===== src/rtl/ieee754_sp_mul_pipe.sv =====
// Pipelined binary32 multiplier c = a * b, round-toward-zero; `FMUL_DENORM_EN keeps denormals, else DAZ/FTZ.
// Latency: a/b sampled at edge N appear on c after edge N+3; one operand pair accepted per cycle.
// Backpressure: none; operands are taken every cycle and results stream out unconditionally.
module ieee754_sp_mul_pipe (
    input  logic        clk,
    input  logic        rst,
    input  logic [31:0] a,
    input  logic [31:0] b,
    output logic [31:0] c
);

    // All-zero encoding is SP_ZERO so reset bubbles drain out as +0.
    typedef enum logic [1:0] {
        SP_ZERO = 2'd0,
        SP_NONE = 2'd1,
        SP_INF  = 2'd2,
        SP_NAN  = 2'd3
    } spec_t;

    logic [7:0]         ea, eb, ea_eff, eb_eff;
    logic [22:0]        fa, fb;
    logic               a_nan, b_nan, a_inf, b_inf, a_zero, b_zero;

    spec_t              sp1_d, sp1_q, sp2_q, sp3_q;
    logic               s1_d, s1_q, s2_q, s3_q;
    logic [23:0]        sa1_d, sb1_d, sa1_q, sb1_q;
    logic signed [9:0]  e1_d, e1_q, e2_q, e3_d, e3_q;
    logic [47:0]        p2_d, p2_q;
    logic [5:0]         lz;
    logic [23:0]        m3_d, m3_q;
    logic [31:0]        c_d, c_q;

    function automatic logic [5:0] lzc48(input logic [47:0] v);
        lzc48 = 6'd48;
        for (int i = 0; i < 48; i++) begin
            if (v[i]) lzc48 = 6'(47 - i);
        end
    endfunction

    assign ea = a[30:23];
    assign eb = b[30:23];
    assign fa = a[22:0];
    assign fb = b[22:0];

    // Stage 1: unpack and classify.
    always_comb begin
        a_nan  = (ea == 8'hFF) && (fa != 23'h0);
        b_nan  = (eb == 8'hFF) && (fb != 23'h0);
        a_inf  = (ea == 8'hFF) && (fa == 23'h0);
        b_inf  = (eb == 8'hFF) && (fb == 23'h0);
`ifdef FMUL_DENORM_EN
        a_zero = (ea == 8'h00) && (fa == 23'h0);
        b_zero = (eb == 8'h00) && (fb == 23'h0);
        sa1_d  = {(ea != 8'h00), fa};
        sb1_d  = {(eb != 8'h00), fb};
        ea_eff = (ea == 8'h00) ? 8'd1 : ea;
        eb_eff = (eb == 8'h00) ? 8'd1 : eb;
`else
        a_zero = (ea == 8'h00);
        b_zero = (eb == 8'h00);
        sa1_d  = {1'b1, fa};
        sb1_d  = {1'b1, fb};
        ea_eff = ea;
        eb_eff = eb;
`endif
        s1_d = a[31] ^ b[31];
        e1_d = $signed({2'b00, ea_eff}) + $signed({2'b00, eb_eff}) - 10'sd127;
        if (a_nan || b_nan)                           sp1_d = SP_NAN;
        else if ((a_zero && b_inf) || (a_inf && b_zero)) sp1_d = SP_NAN;
        else if (a_inf || b_inf)                      sp1_d = SP_INF;
        else if (a_zero || b_zero)                    sp1_d = SP_ZERO;
        else                                          sp1_d = SP_NONE;
    end

    // Stage 2: significand product.
    assign p2_d = {24'h0, sa1_q} * {24'h0, sb1_q};

    // Stage 3a: bring the leading one to bit 46, keep hidden bit plus 23 fraction bits.
    always_comb begin
        lz   = lzc48(p2_q);
        m3_d = (lz == 6'd0) ? p2_q[47:24] : 24'((p2_q << (lz - 6'd1)) >> 23);
        e3_d = e2_q + 10'sd1 - $signed({4'b0000, lz});
    end

    // Stage 3b: special-case select, overflow/underflow, pack.
    always_comb begin
        c_d = {s3_q, 31'h0};
        if (sp3_q == SP_NAN) begin
            c_d = 32'h7FC0_0000;
        end else if (sp3_q == SP_INF) begin
            c_d = {s3_q, 8'hFF, 23'h0};
        end else if (sp3_q == SP_ZERO || !m3_q[23]) begin
            c_d = {s3_q, 31'h0};
        end else if (e3_q >= 10'sd255) begin
            c_d = {s3_q, 8'hFF, 23'h0};
        end else if (e3_q <= 10'sd0) begin
`ifdef FMUL_DENORM_EN
            c_d = {s3_q, 8'h00, 23'(m3_q >> (10'sd1 - e3_q))};
`else
            c_d = {s3_q, 31'h0};
`endif
        end else begin
            c_d = {s3_q, e3_q[7:0], m3_q[22:0]};
        end
    end

    always_ff @(posedge clk) begin
        if (rst) begin
            sp1_q <= SP_ZERO; s1_q <= 1'b0; sa1_q <= '0; sb1_q <= '0; e1_q <= '0;
            sp2_q <= SP_ZERO; s2_q <= 1'b0; p2_q  <= '0; e2_q  <= '0;
            sp3_q <= SP_ZERO; s3_q <= 1'b0; m3_q  <= '0; e3_q  <= '0;
            c_q   <= '0;
        end else begin
            sp1_q <= sp1_d; s1_q <= s1_d; sa1_q <= sa1_d; sb1_q <= sb1_d; e1_q <= e1_d;
            sp2_q <= sp1_q; s2_q <= s1_q; p2_q  <= p2_d;  e2_q  <= e1_q;
            sp3_q <= sp2_q; s3_q <= s2_q; m3_q  <= m3_d;  e3_q  <= e3_d;
            c_q   <= c_d;
        end
    end

    assign c = c_q;

endmodule


===== config.mk =====
export PLATFORM = sky130hd
export DESIGN_NAME = ieee754_sp_mul_pipe
export DESIGN_NICKNAME = d
export VERILOG_FILES = /design/src/rtl/ieee754_sp_mul_pipe.sv
export SDC_FILE = /design/constraint.sdc
export NUM_CORES = 2
export LEC_CHECK = 0
export BUFFER_PORTS_ARGS = -buffer_cell sky130_fd_sc_hd__buf_4
export CELL_PAD_IN_SITES_DETAIL_PLACEMENT = 1
export CELL_PAD_IN_SITES_GLOBAL_PLACEMENT = 1
export CORE_MARGIN = 1
export CORE_UTILIZATION = 45
export DETAILED_ROUTE_END_ITERATION = 8
export PLACE_DENSITY = 0.84
export SLEW_MARGIN = 20
export SYNTH_ARGS = -nofsm -noshare
export SYNTH_HDL_FRONTEND = slang
export SYNTH_SLANG_ARGS = --single-unit

===== constraint.sdc =====
create_clock -name clk -period 8.47 [get_ports clk]
set_clock_uncertainty 0.15 [all_clocks]
set_input_delay 1.2705 -clock clk [delete_from_list [all_inputs] [get_ports clk]]
set_output_delay 1.2705 -clock clk [all_outputs]
set_load 0.005 [all_outputs]

### Yosys cells after proc, flatten, opt, wreduce, memory -nomap -nowiden

Index checks and enable logic that the tools add are counted.

* register bits after elaboration: 191
* bits of input ports: 66
* output and inout bits: 32
* logic and storage cells: 114

* add/subtract/negate cells: 5
* multiply operators: 1
* order comparisons: 2
* equal/unequal tests: 4
* shift operators: 1
* multiplexer cells: 60
* bitwise operators: 1
* reductions and logical operators: 22

Operators by type and width (count)
* $mux 6: 47
* $mux 31: 5
* $mux 24: 3
* $mul 24x24->48: 1
* $shl 48x6->47: 1
* $logic_not 23->1: 2
* $reduce_bool 23->1: 2
* $eq 8x8->1 const B: 2
* $logic_not 8->1: 2
* $add 10x2->10 const B: 1
* $ge 10x9->1 const B: 1
* $le 10x1->1 const B: 1
* $sub 10x7->10: 1
* $sub 9x7->10 const B: 1
* $add 8x8->9: 1
* $logic_and 1x1->1: 6
* $logic_not 6->1: 1
* $mux 2: 3
* $reduce_or 6->1: 1
* $sub 6x1->6 const B: 1
* $logic_or 1x1->1: 5
* $mux 5: 1
* $eq 2x2->1 const B: 2
* $logic_not 2->1: 1
* other kinds (4): 4

### Depth between registers and ports, before layout

* word-level depth: 51
* mapped depth: 26
* depth with buffers taken out: 25

### Worst setup path before layout

OpenSTA, ideal clock, no wires.

* path kind: register to register
* start: register sb1_q[3]
* end: register p2_q[42]
* setup time: 128 ps
* arrival: 6826 ps
* data required time: 8192 ps
* path slack: 1367 ps
* stages on the path, launching flop included: 24
* path buffers: 2
* clock period less this slack: 7103 ps
* cells stage by stage: dfxtp_1 -> clkbuf_1 -> nand2_1 -> fa_1 -> inv_1 -> fa_1 -> fa_1 -> fa_1 -> fa_1 -> inv_1 -> fa_1 -> inv_1 -> fa_1 -> ha_1 -> clkbuf_1 -> a21o_1 -> a2111oi_0 -> o211ai_1 -> o211a_1 -> a221o_1 -> a311o_1 -> a21oi_1 -> xor2_1 -> nor2_1

* longest elaborated chain between the ends: 1

RTL lines
* start, declared: line 26 `logic [23:0] sa1_d, sb1_d, sa1_q, sb1_q;`
* start signal, assigned: line 109 `sp1_q <= SP_ZERO; s1_q <= 1'b0; sa1_q <= '0; sb1_q <= '0; e1_q <= '0;`
* start signal, assigned: line 114 `sp1_q <= sp1_d; s1_q <= s1_d; sa1_q <= sa1_d; sb1_q <= sb1_d; e1_q <= e1_d;`
* $mul 24x24->48: line 76 `assign p2_d = {24'h0, sa1_q} * {24'h0, sb1_q};`
* end signal, assigned: line 115 `sp2_q <= sp1_q; s2_q <= s1_q; p2_q <= p2_d; e2_q <= e1_q;`
* end, declared: line 28 `logic [47:0] p2_d, p2_q;`

Every way passes these cells.
A chain may end at the register's enable or synchronous reset.

### Worst setup path after layout

* start: register sb1_q[11]
* end: register p2_q[42]

The elaborated chain is that of the path after synthesis.

==> run_results.csv <==
group,metric,value,unit
outcome,run_status,"finished clean",
timing,tightest_slew,1.16,ns
timing,slew_viol_final,0,
timing,timing.hold.ws,0.273,ns
worst_setup_path,endpoint_kind,"flop",
clocking,hold_buffers,0,
synth,async_flop_share,0,
placed_design,dp_slack,0.423,ns
timing,min_period,8.08,ns
synth,synth.top_cell.area_share,0.348,
timing,fin_tns_setup,0,ns
synth,synth-seq-cells,190,
global_routing,antenna_found_initial,3,
route,post_drt_via_cell_ratio,5.75,
worst_setup_path,cpPeakStageDelay,1.01,ns
synth,syn_area_per_cell,8.88,sq um
worst_setup_path,start_kind,"flop",
worst_setup_path,path_common_cell,"fa_1",
placed_design,io_buffers,97,
worst_setup_path,cp_cell_sequence,"nand2_1 > fa_1 > inv_1 > fa_1 > inv_1 > fa_1 > inv_1 > fa_1 > inv_1 > fa_1 > fa_1 > inv_1 > fa_1 > ha_1 > a21o_1 > a21o_1 > a21oi_1 > nand3_1 > o211a_1 > a221o_1 > a311o_1 > a21oi_1 > xor2_1 > nor2_1",
clocking,cts_buffers,17,
min_path,worstHoldStart,"sp2_q[1]",
timing,final_hold_viol_count,0,
worst_setup_path,worstSetupPathType,"flop to flop",
synth,yosysSeqAreaShare,0.137,
die,num_rows,90,
clocking,cts_tree,"done",
global_routing,grt_remaining_overflow,0,
route,dr.pass1.iters,5,
timing,layout_worst_path_cycle_share,0.954,
synth,synthTopCellsByCount,"inv_1 (526), fa_1 (484), nand2_1 (465), and2_1 (217), ha_1 (205)",
cells_and_area,drive_above_1_share,0.0734,
clocking,cts_sinks,190,
global_routing,grt_max_degree,60,
placed_design,dpl.cell_count,3899,
synth,ys.flop_type,"dfxtp_1",
global_routing,grtUsageTotal,0.291,
run,max_cap_viol_count,0,
synth,synth_edf_count,0,
cells_and_area,nets,3891,
timing,final-setup-viol-count,0,
synth,synth.distinct_cells,80,
route,wl,89000,microns
die,core,0.0607,sq mm
synth,yosys_warnings,0,
worst_setup_path,required,8.65,ns
cells_and_area,areaGrowthSynthToFinish,7.35,%
power_and_ir_drop,power_density,270,mW/mm^2
worst_setup_path,critical_path_arrival,8.26,ns
synth,synth_area,0.0279,sq mm
worst_setup_path,path_delay_family,"adder cells",
worst_setup_path,critPathSlowestCell,"dfxtp_1",
die,start_util,0.459,
power_and_ir_drop,p_leak,14.0,nW
clocking,clock_latency,0.48,ns
synth,synth_top_area_cell,"fa_1",
worst_setup_path,worst-path-max-fanout,24,
die,io_pins,98,
cells_and_area,fillers,7103,
min_path,hold_class,"flop to flop",
power_and_ir_drop,ir_drop,0.217,mV
placed_design,hpwl,73200,microns
clocking,clk_pin_slew,0.09,ns
route,ant_nets,0,
worst_setup_path,timing.rr.start,"sb1_q[11]",
placed_design,gp_congestion,0.956,
timing,timing.slew.headroom,0.222,
worst_setup_path,crit_path_start,"sb1_q[11]",
die,die_height,251,microns
clocking,cts-root-buf,"clkbuf_16",
global_routing,first_global_vias,25792,
die,fp.dieW,251,microns
cells_and_area,finalNonFillerCells,3932,
route,drtIter0Drc,1558,
route,wl_per_cell,22.6,microns
route,route.detailed.drc,0,
synth,synth_area_leaders,"fa_1 (35%), dfxtp_1 (14%), ha_1 (9.2%)",
synth,postSynthCellCount,3135,
timing,max_freq,0.124,GHz
clocking,cts_buffer_depth,2,
cells_and_area,post-route-util,0.493,
clocking,cts.htree.levels,4,
route,vias,22619,
die,dieArea,0.0629,sq mm
timing,setup_slack,0.393,ns
timing,rsz0062_at_grt,"no",
synth,yosysMostFrequentCell,"inv_1",
worst_setup_path,critPathBufInv,5,
global_routing,grt_pass1_wl,143000,microns
synth,syn_nets,3890,
-- worst paths after layout --
kind,to,slack [ns],cells past startpoint
setup reg to reg,p2_q[42],0.39,24
setup / recovery,p2_q[42],0.39,24
hold / removal,sp3_q[1],0.27,1
hold reg to reg,sp3_q[1],0.27,1
-- per-layer routing --
layer  global-route usage  vias up  routed length [microns]
met2                0.507      807                    44300
met5                    0        -                       27
met1                0.365    11692                    36000
met3               0.0442      251                     5400
li1                     -     9865                        -
met4                0.109        4                     3340
-- flip-flops by register name, summed over array words and instances (netlist names), 10 cells and up --
register	count
c	32
e1_q	10
e2_q	10
e3_q	10
m3_q	24
p2_q	48
sa1_q	24
sb1_q	23
-- metrics by stage --
step	power, mW	cell area (sq um)
after global placement	6.89	29300
after detailed placement	7.08	29300
final	8.06	29900
after floorplan	5.44	27900
after CTS	7.97	29900
after global routing	8.60	29900
-- cell type report --
type	count	area, sq um	share of cell area
Multi-Input combinational cell	2242	21400	0.714
Sequential cell	190	3800	0.127
Inverter	527	1980	0.0662
Timing Repair Buffer	158	1190	0.0397
Tap cell	782	978	0.0327
Clock buffer	18	429	0.0144
Clock inverter	14	166	0.00557
Antenna cell	1	2.50	0.0000837
-- logic make-up after synthesis --
logic type,synth area share
simple gates,0.185
buf+inv,0.0972
fa+ha+maj,0.440
compound gates,0.0855
flops,0.137
mux,0.0383
xor+xnor,0.0176
-- cells in the final DEF, fill, tap and decap left out, types with 5 or more instances in the layout --
cell type,n
a22oi_1,11
ha_1,205
nand3_1,37
or4_1,8
inv_1,526
a211oi_1,14
clkbuf_16,17
and4_1,6
nand2_1,465
a21o_1,34
o22a_1,5
and2_1,217
mux2i_1,75
a31oi_1,14
mux2_2,12
nor3_1,33
o21ai_0,53
o22ai_1,11
o31ai_1,12
xor2_1,19
or3_1,6
nor2_1,122
nand4_1,22
dfxtp_1,189
nor4_1,31
nor2b_1,85
o211ai_1,18
buf_4,158
o21a_1,15
a21oi_1,63
xnor2_1,37
o21bai_1,15
mux4_2,8
nand2b_1,10
a32oi_1,5
fa_1,484
a221o_1,8
o2111ai_1,6
and3_1,7
-- report_power, final --
part	total [mW]	internal, mW	switching (mW)
sequential	1.37	1.06	0.304
combinational	5.86	2.28	3.58
clock	0.832	0.399	0.434
-- timing repair --
item,in CTS,in global routing
gates resized for setup,0,1
setup buffers,0,0
setup endpoints to repair,0,1
(Power assumes the default switching activity.)
